===== src/rtl/adc_cap_pkg.sv =====
// Shared types and field positions for the ADC capture controller.
package adc_cap_pkg;

  typedef enum logic [1:0] {
    IDLE    = 2'd0,
    ARMED   = 2'd1,
    CAPTURE = 2'd2,
    DONE    = 2'd3
  } cap_state_e;

  localparam int unsigned WR_DATA_W     = 16;
  localparam int unsigned TRIG_MARK_BIT = 15;

endpackage


===== src/rtl/trig_detect.sv =====
// Sample history register plus level-crossing compare.
// Produces a combinational one-cycle hit on the crossing sample.
module trig_detect #(
  parameter int unsigned ADC_W = 12
) (
  input  logic             clk_50m,
  input  logic             rst_n,
  input  logic             hist_clr,
  input  logic             adc_valid,
  input  logic [ADC_W-1:0] adc_data,
  input  logic [ADC_W-1:0] trig_level,
  input  logic             trig_rise,
  output logic             trig_hit_c
);

  logic [ADC_W-1:0] sample_q;
  logic             hist_vld;
  logic             below_prev_c;
  logic             below_now_c;

  // A clear wins over a same-cycle sample so the arm-cycle sample is not history.
  always_ff @(posedge clk_50m) begin
    if (!rst_n) begin
      sample_q <= '0;
      hist_vld <= 1'b0;
    end else if (hist_clr) begin
      hist_vld <= 1'b0;
    end else if (adc_valid) begin
      sample_q <= adc_data;
      hist_vld <= 1'b1;
    end
  end

  always_comb begin
    below_prev_c = (sample_q < trig_level);
    below_now_c  = (adc_data < trig_level);
    trig_hit_c   = 1'b0;
    if (adc_valid && hist_vld) begin
      trig_hit_c = trig_rise ? (below_prev_c && !below_now_c)
                             : (!below_prev_c && below_now_c);
    end
  end

endmodule


===== src/rtl/adc_capture_ctrl.sv =====
// Triggered ADC acquisition front end streaming a decimated, fixed-length
// record into the SDRAM write FIFO.
module adc_capture_ctrl
  import adc_cap_pkg::*;
#(
  parameter int unsigned ADC_W = 12,
  parameter int unsigned LEN_W = 24,
  parameter int unsigned DEC_W = 8
) (
  input  logic             clk_50m,
  input  logic             rst_n,
  input  logic             sdram_init_done,
  input  logic             arm,
  input  logic             abort,
  input  logic             force_trig,
  input  logic [ADC_W-1:0] trig_level,
  input  logic             trig_rise,
  input  logic [LEN_W-1:0] record_len,
  input  logic [DEC_W-1:0] decim,
  input  logic             adc_valid,
  input  logic [ADC_W-1:0] adc_data,
  output logic             wr_en,
  output logic [15:0]      wr_data,
  output logic             busy,
  output logic             triggered,
  output logic             done,
  output logic [LEN_W-1:0] wr_cnt
);

  cap_state_e               state_q, state_d;
  logic [LEN_W-1:0]         len_q, len_d;
  logic [DEC_W-1:0]         decim_q, decim_d;
  logic [DEC_W-1:0]         dcnt_q, dcnt_d;
  logic [LEN_W-1:0]         wr_cnt_d;
  logic                     wr_en_d;
  logic [WR_DATA_W-1:0]     wr_data_d;
  logic                     busy_d, triggered_d, done_d;
  logic                     hist_clr_c, trig_hit_c, write_c, mark_c;

  trig_detect #(.ADC_W(ADC_W)) u_trig_detect (
    .clk_50m    (clk_50m),
    .rst_n      (rst_n),
    .hist_clr   (hist_clr_c),
    .adc_valid  (adc_valid),
    .adc_data   (adc_data),
    .trig_level (trig_level),
    .trig_rise  (trig_rise),
    .trig_hit_c (trig_hit_c)
  );

  always_ff @(posedge clk_50m) begin
    if (!rst_n) begin
      state_q   <= IDLE;
      len_q     <= '0;
      decim_q   <= '0;
      dcnt_q    <= '0;
      wr_cnt    <= '0;
      wr_en     <= 1'b0;
      wr_data   <= '0;
      busy      <= 1'b0;
      triggered <= 1'b0;
      done      <= 1'b0;
    end else begin
      state_q   <= state_d;
      len_q     <= len_d;
      decim_q   <= decim_d;
      dcnt_q    <= dcnt_d;
      wr_cnt    <= wr_cnt_d;
      wr_en     <= wr_en_d;
      wr_data   <= wr_data_d;
      busy      <= busy_d;
      triggered <= triggered_d;
      done      <= done_d;
    end
  end

  // Abort is checked ahead of trigger and write so it always suppresses them.
  always_comb begin
    state_d    = state_q;
    len_d      = len_q;
    decim_d    = decim_q;
    dcnt_d     = dcnt_q;
    wr_cnt_d   = wr_cnt;
    wr_en_d    = 1'b0;
    wr_data_d  = wr_data;
    hist_clr_c = 1'b0;
    write_c    = 1'b0;
    mark_c     = 1'b0;

    unique case (state_q)
      IDLE: begin
        if (arm && !abort && sdram_init_done && (record_len != '0)) begin
          state_d    = ARMED;
          len_d      = record_len;
          decim_d    = decim;
          wr_cnt_d   = '0;
          hist_clr_c = 1'b1;
        end
      end
      ARMED: begin
        if (abort) begin
          state_d = IDLE;
        end else if (adc_valid && (force_trig || trig_hit_c)) begin
          state_d = CAPTURE;
          dcnt_d  = '0;
          write_c = 1'b1;
          mark_c  = 1'b1;
        end
      end
      CAPTURE: begin
        if (abort) begin
          state_d = IDLE;
        end else if (adc_valid) begin
          if (dcnt_q == decim_q) begin
            dcnt_d  = '0;
            write_c = 1'b1;
          end else begin
            dcnt_d = dcnt_q + DEC_W'(1);
          end
        end
      end
      DONE: state_d = IDLE;
      default: state_d = IDLE;
    endcase

    if (write_c) begin
      wr_en_d                  = 1'b1;
      wr_data_d                = WR_DATA_W'(adc_data);
      wr_data_d[TRIG_MARK_BIT] = mark_c;
      wr_cnt_d                 = wr_cnt + LEN_W'(1);
      if (wr_cnt_d == len_q) state_d = DONE;
    end

    busy_d      = (state_d == ARMED) || (state_d == CAPTURE);
    triggered_d = (state_d == CAPTURE);
    done_d      = (state_d == DONE);
  end

endmodule


===== config.mk =====
export PLATFORM = sky130hd
export DESIGN_NAME = adc_capture_ctrl
export DESIGN_NICKNAME = d
export VERILOG_FILES = /design/src/rtl/adc_cap_pkg.sv /design/src/rtl/trig_detect.sv /design/src/rtl/adc_capture_ctrl.sv
export SDC_FILE = /design/constraint.sdc
export NUM_CORES = 1
export LEC_CHECK = 0
export CAP_MARGIN = 20
export CORE_UTILIZATION = 40
export CTS_CLUSTER_DIAMETER = 40
export DETAILED_ROUTE_END_ITERATION = 6
export SKIP_CTS_REPAIR_TIMING = 1
export SYNTH_ARGS = -nofsm -noshare
export SYNTH_HDL_FRONTEND = slang
export SYNTH_SLANG_ARGS = --single-unit

===== constraint.sdc =====
create_clock -name clk_50m -period 3.08 [get_ports clk_50m]
set_input_delay 0.308 -clock clk_50m [delete_from_list [all_inputs] [get_ports clk_50m]]
set_output_delay 0.308 -clock clk_50m [all_outputs]
set_load 0.02 [all_outputs]

==> qor.yml, run 1 <==
critical_path:
  path_class: "reg2reg"
  r2r-end: "busy"
  critical_path.max_fanout: 11
  crit_path_end_kind: "flip-flop"
  reg2reg_slack_ns: 0.17
  reg2reg_from: "wr_cnt[7]"
  required_ns: 3.37
  worstPathArrival_ns: 3.19
  critPathLaunchType: "flip-flop"
  rr_worst_depth: 10
global_routing:
  grt_antenna_before_repair: 0
  grt_first_pass_wirelength_mm: 25.1
  grt.total_usage_pct: 22.5
  grt_max_degree: 34
  grt_pass1_vias: 4984
  gr-total-overflow: 0
die:
  io_pins: 108
  die_h_um: 119
  rows: 42
  coreArea_um2: 13300
  initial_core_util_pct: 41.0
  die_x_um: 119
  dieArea_um2: 14100
min_path:
  holdPathStages: 2
  hold_path_class: "reg2reg"
  hold_end: "wr_data[11]"
  min-delay-start: "wr_data[11]"
clock_tree:
  cts_buffers: 9
  clock_path_buffers: 2
  htreeDepth: 3
  cts_tree: "done"
  clkSlewWorstSetupHoldPaths_ns: 0.07
  cts-root-buf: "clkbuf_16"
  insertion_delay_ns: 0.35
  clock-sinks: 96
flow_run:
  cap_violations: 0
timing:
  rsz0062_at_grt: "no"
  min_period_ns: 2.91
  finalSetupViolations: 0
  worst_pin_slew_ns: 0.590
  finalHoldViolCount: 0
  fmax_mhz: 344
  period_share_pct: 94.4
  slew_violations: 0
  max-slew-margin-rel_pct: 60.6
  clock-skew-final_ns: 0.00836
power_and_ir_drop:
  p_int_mw: 2.08
  p_clk_share_pct: 40.0
  swShare_pct: 24.1
  p_sw_mw: 0.658
  seqPwrFrac_pct: 47.1
  power.total_mw: 2.74
  pwr-share-comb_pct: 12.9
  ir_worst_vdd_mv: 0.321
  p_per_area_nw_per_um2: 381
  power_leakage_nw: 2.93
drt:
  drtPass1Iterations: 5
  wl_mm: 15.3
  avgRoutedWirePerCell_um: 15.9
  vias: 5165
  drtIter0Drc: 284
  antenna_left: 0
  drt_drc_violations_left: 0
  drt-vias-per-instance: 5.37
synthesis:
  ys_top_cells_by_count: "dfxtp_1, nand2_1, nor2_1"
  netlist_top_cells_area: "dfxtp_1, ha_1, mux2i_1"
  synthCells: 657
  synth_top_area_share_pct: 35.2
  yosysMostFrequentCell: "dfxtp_1"
  synth_area_per_cell_um2: 8.30
  yosysTopAreaCell: "dfxtp_1"
  synthArstFlopShare_pct: 0
  ys_seq_elements: 96
  synth-warning-count: 0
  synth_cell_types: 73
  synth-main-ff-cell: "dfxtp_1"
  synth_edf_count: 0
  syn-cell-area_um2: 5460
  synth_seq_area_share_pct: 35.2
placed_design:
  port_buffers: 104
  placed_cells: 945
  gp_congestion: 0.910
  place_hpwl_mm: 11.6
finish:
  nets: 872
  drive_gt1_share_pct: 10.2
  n_antenna_cell: 0
  syn2layout_area_growth_pct: 31.6
  fillers: 1255
  instances_no_fill: 961
outcome:
  status: "finished clean"
==> final cells by class <==
| cell class | count | area [um2] | share of cell area (%) |
|---|---|---|---|
| repair buffers | 150 | 1400 | 19.5 |
| multi-input cells | 491 | 3240 | 45.1 |
| inverters | 32 | 120 | 1.67 |
| clock buffers | 12 | 236 | 3.29 |
| well taps | 176 | 220 | 3.07 |
| flip-flops and latches | 96 | 1920 | 26.8 |
| clock inverters | 4 | 45.0 | 0.628 |
==> metal layers <==
| layer | wire (um) | global-route usage (%) | vias up |
|---|---|---|---|
| li1 | - | - | 2585 |
| met1 | 7480 | 31.2 | 2407 |
| met2 | 6660 | 33.8 | 151 |
| met3 | 835 | 4.25 | 22 |
| met4 | 280 | 9.41 | 0 |
| met5 | 0 | 0 | - |
==> power by group through the flow <==
stage | Combinational [mW] | Sequential [mW] | Clock [mW]
5_1_grt | 0.389 | 1.29 | 1.17
4_1_cts | 0.353 | 1.29 | 1.13
3_3_place_gp | 0.343 | 1.32 | 0
2_1_floorplan | 0.186 | 1.31 | 0
3_5_place_dp | 0.350 | 1.32 | 0
6_report | 0.352 | 1.29 | 1.09
==> stage by stage <==
| stage | setup TNS (ns) | setup WS, ns | utilization [%] | instance area (um2) | hold slack [ns] |
|---|---|---|---|---|---|
| after floorplan | 0 | 0.242 | - | 5460 | 0.424 |
| after global placement | -0.171 | -0.0228 | 51.8 | 6890 | 0.440 |
| after detailed placement | -1.12 | -0.0764 | 51.8 | 6890 | 0.446 |
| after CTS | 0 | 0.221 | 53.9 | 7170 | 0.454 |
| after global routing | 0 | 0.0109 | 54.0 | 7180 | 0.476 |
| final | 0 | 0.174 | 54.0 | 7180 | 0.451 |
==> sequential cells by signal (all words and copies together) (netlist names) <==
signal / cells
decim_q: 8
triggered: 1
state_q: 2
u_trig_detect.sample_q: 12
wr_cnt: 24
wr_data: 13
u_trig_detect.hist_vld: 1
len_q: 24
done: 1
busy: 1
dcnt_q: 8
wr_en: 1
==> cell families (layout without fill, tap and decap cells) <==
group / count (synthesis) / after routing / synth area share (%)
buf+inv: 72 / 198 / 5.80
xor+xnor: 42 / 42 / 6.74
flops: 96 / 96 / 35.2
mux: 38 / 38 / 7.25
compound gates: 130 / 130 / 16.0
other cells: 1 / 3 / 0.0687
fa+ha+maj: 28 / 28 / 6.42
simple gates: 250 / 250 / 22.5
==> critical path, cell delays in order (launching register included) <==
cell	delay, ns
dfxtp_1	0.50
nand3_2	0.26
nor4_2	0.27
buf_4	0.23
mux2_2	0.35
o21ai_0	0.23
o2111ai_1	0.16
and4b_1	0.34
a21oi_1	0.09
ha_1	0.31
nor2_1	0.10
==> worst max-delay path by stage <==
stage	cells after the start	slack (ns)	endpoint	startpoint
6_report	10	0.17	busy	wr_cnt[7]
5_1_grt	10	0.01	busy	wr_cnt[1]
4_1_cts	10	0.22	busy	wr_cnt[1]
3_5_place_dp	11	-0.08	wr_cnt[20]	trig_level[9]
3_3_place_gp	11	-0.02	wr_cnt[12]	trig_level[9]
2_1_floorplan	11	0.24	busy	wr_cnt[0]
==> placed cells by master (no fill, tap or decap), types with 12 or more instances in the layout <==
cell	n
a21oi_1	45
buf_4	45
clkdlybuf4s50_1	104
dfxtp_1	96
ha_1	27
inv_1	30
mux2i_1	35
nand2_1	89
nand3_1	21
nand4_1	21
nor2_1	58
nor4_1	12
o21ai_0	15
xnor2_1	31
Note: power is estimated with default switching activity, not from simulation.
==> run 2: changes to the inputs <==
- PLACE_DENSITY: not set -> 0.76
- SYNTH_HIERARCHICAL: not set -> 1
==> run 2 against run 1 <==
Power is 5.3% higher; the run now ends with setup timing left; combinational power is 6.8% higher; highest routed layer unchanged; worst setup slack lost 1.0 ns; first-iteration DRC count rose by 29%; register-to-register slack got worse by 0.92 ns; synthesized cell count rose by 4.3%; critical endpoint is now triggered; sequential cell count did not move; cell area rose by 15%; die area down 0.13%; non-clock buffer count increased by 51; largest cell class unchanged; sequential power is essentially flat.
==> qor.yml, run 2 <==
outcome:
  status: "finished with violations"
  violations: "setup timing"
timing:
  worst_pin_slew_ns: 0.705  # +0.115 ns
  clock-skew-final_ns: 0.00576  # -0.00261 ns
  whs_ns: 0.356  # -0.0950 ns
  postLayoutSetupSlackWorst_ns: -0.845  # -1.02 ns
  max-slew-margin-rel_pct: 52.9  # -7.7 points
  slew_violations: 0  # unchanged
  period_share_pct: 127  # +33 points
  setup_tns_ns: -12.26  # -12.26 ns
  finalHoldViolCount: 0  # unchanged
  finalSetupViolations: 42  # +42
  fmax_mhz: 255  # -26%
  min_period_ns: 3.92  # +1.02 ns
  rsz0062_at_grt: "yes"
drt:
  drt_drc_violations_left: 0  # unchanged
  drtPass1Iterations: 5  # unchanged
  drtIter0Drc: 367  # +29%
  drt-vias-per-instance: 5.37  # -0.10%
  wl_mm: 17.1  # +12%
  vias: 5584  # +8.1%
  avgRoutedWirePerCell_um: 16.4  # +3.3%
  antenna_left: 0  # unchanged
synthesis:
  synth-warning-count: 6  # +6
  synth_top_area_share_pct: 35.3  # +0.049 points
  synth_area_per_cell_um2: 7.95  # -4.2%
  yosysMostFrequentCell: "nand2_1"
  synth_seq_area_share_pct: 35.3  # +0.049 points
  syn-cell-area_um2: 5450  # -0.14%
  yosysTopAreaCell: "dfxtp_1"
  synthArstFlopShare_pct: 0  # unchanged
  synth_cell_types: 60  # -18%
  netlist_top_cells_area: "dfxtp_1, nand2_1, a21boi_0"
  ys_seq_elements: 96  # unchanged
  synth_edf_count: 0  # unchanged
  synth-main-ff-cell: "dfxtp_1"
  synthCells: 685  # +4.3%
  ys_top_cells_by_count: "nand2_1, dfxtp_1, a21boi_0"
global_routing:
  top_usage_layer: "met2"
  gr-total-overflow: 0  # unchanged
  grt_antenna_before_repair: 0  # unchanged
  grt_pass1_vias: 5017  # +0.66%
  gr-usage-met2_pct: 38.7  # +4.9 points
  grt_first_pass_wirelength_mm: 24.6  # -1.9%
  grt_use_met1_pct: 26.5  # -4.8 points
  grt_max_degree: 60  # +76%
  grt.total_usage_pct: 21.8  # -0.61 points
  grt_use_met3_pct: 4.54  # +0.29 points
min_path:
  holdPathStages: 4  # +2
  hold_path_class: "in2reg"
critical_path:
  path_cells: "dlymetal6s2s_1 -> inv_2 -> ha_4 -> a21oi_2 -> nor3_1 -> or3_1 -> a221o_1 -> or3_1 -> a21oi_2 -> o21ai_2 -> or3b_4 -> a2111oi_4 -> nand4_1 -> or4b_4 -> and2_4 -> ha_4 -> and2_4"
  endpoint: "triggered"
  worstPathArrival_ns: 4.17  # +0.98 ns
  path_class: "in2reg"
  reg2reg_slack_ns: -0.75  # -0.92 ns
  critPathLaunchType: "input port"
  critical_path.max_fanout: 3  # -8
  crit_slowest_cell: "or4b_4"
  required_ns: 3.32  # -0.05 ns
  max_stage_delay_ns: 0.57  # +0.07 ns
  r2r-end: "triggered"
  reg2reg_from: "u_trig_detect/sample_q[10]"
  rr_worst_depth: 14  # +4
  startpoint: "trig_level[5]"
  crit_path_end_kind: "flip-flop"
die:
  die_h_um: 119  # about the same
  dieArea_um2: 14100  # -0.13%
  coreArea_um2: 13200  # -0.40%
  rows: 42  # unchanged
  initial_core_util_pct: 41.1  # +0.11 points
  die_x_um: 119  # about the same
  io_pins: 108  # unchanged
power_and_ir_drop:
  ir_worst_vdd_mv: 0.321  # -0.18%
  power.total_mw: 2.88  # +5.3%
  power_leakage_nw: 3.27  # +12%
  p_per_area_nw_per_um2: 349  # -8.5%
placed_design:
  gp_congestion: 0.861  # -5.4%
  place_hpwl_mm: 11.3  # -2.5%
  dp_slack_ns: -1.50  # -1.42 ns
  port_buffers: 104  # unchanged
finish:
  fin_util_pct: 62.4  # +8.4 points
  drive_gt1_share_pct: 24.8  # +15 points
  syn2layout_area_growth_pct: 51.6
  nets: 952  # +9.2%
  fillers: 1085  # -14%
  n_antenna_cell: 0  # unchanged
  final_cell_mix: "nand2_1, dfxtp_1, buf_4"
  top_regs: "len_q (24), wr_cnt (24), wr_data (13)"
  final_common_cell: "nand2_1"
clock_tree:
  clkSlewWorstSetupHoldPaths_ns: 0.07  # about the same
  cts_buffers: 9  # unchanged
  insertion_delay_ns: 0.35  # about the same
  htreeDepth: 3  # unchanged
  clock-sinks: 96  # unchanged
  cts-root-buf: "clkbuf_16"
  clock_path_buffers: 2  # unchanged
  cts_tree: "done"
flow_run:
  cap_violations: 0  # unchanged
==> run 2: logic make-up after synthesis <==
kind of cell | synth area share, %
mux | 0.827
flops | 35.3
fa+ha+maj | 6.43
xor+xnor | 7.72
simple gates | 26.0
buf+inv | 4.62
compound gates | 19.1
other cells | 0.0688
==> run 2: through the flow <==
stage / instances / cell area [um2]
6_report: 1040 / 8260
3_5_place_dp: 1009 / 7370
2_1_floorplan: 687 / 5660
5_1_grt: 1040 / 8260
4_1_cts: 1024 / 7690
3_3_place_gp: 1009 / 7370
==> run 2: worst max-delay path, delay by kind of cell <==
family          cells  cell delay [ns]
simple gates        8             2.22
compound gates      5             1.07
fa+ha+maj           2             0.36
buf+inv             2             0.21
==> run 2: worst min-delay path by stage <==
stage,startpoint,to
6_report,adc_data[7],wr_data[7]
5_1_grt,adc_data[7],wr_data[7]
4_1_cts,rst_n,u_trig_detect/sample_q[4]
3_5_place_dp,wr_data[7],wr_data[7]
3_3_place_gp,wr_data[10],wr_data[10]
2_1_floorplan,u_trig_detect/sample_q[0],u_trig_detect/sample_q[0]
==> run 2: area by class of cell <==
class | instances | area, um2 | share of cell area [%]
clock buffers | 10 | 239 | 2.89
clock inverters | 5 | 81.3 | 0.985
repair buffers | 201 | 1930 | 23.4
flip-flops and latches | 96 | 1930 | 23.3
inverters | 21 | 119 | 1.44
well taps | 176 | 220 | 2.67
multi-input cells | 531 | 3740 | 45.3
==> run 2: report_power, final <==
part	total [mW]	switching [mW]	leakage, nW	internal [mW]
Sequential	1.29	0.0216	0.779	1.27
Combinational	0.376	0.179	2.34	0.197
Clock	1.22	0.486	0.155	0.729
Total	2.88	0.687	3.27	2.19
==> run 2: routing by layer <==
layer,part of all wire (%),vias up
met5,0,-
met4,3.0,0
met3,6.5,48
met2,49,216
met1,42,2609
li1,-,2711
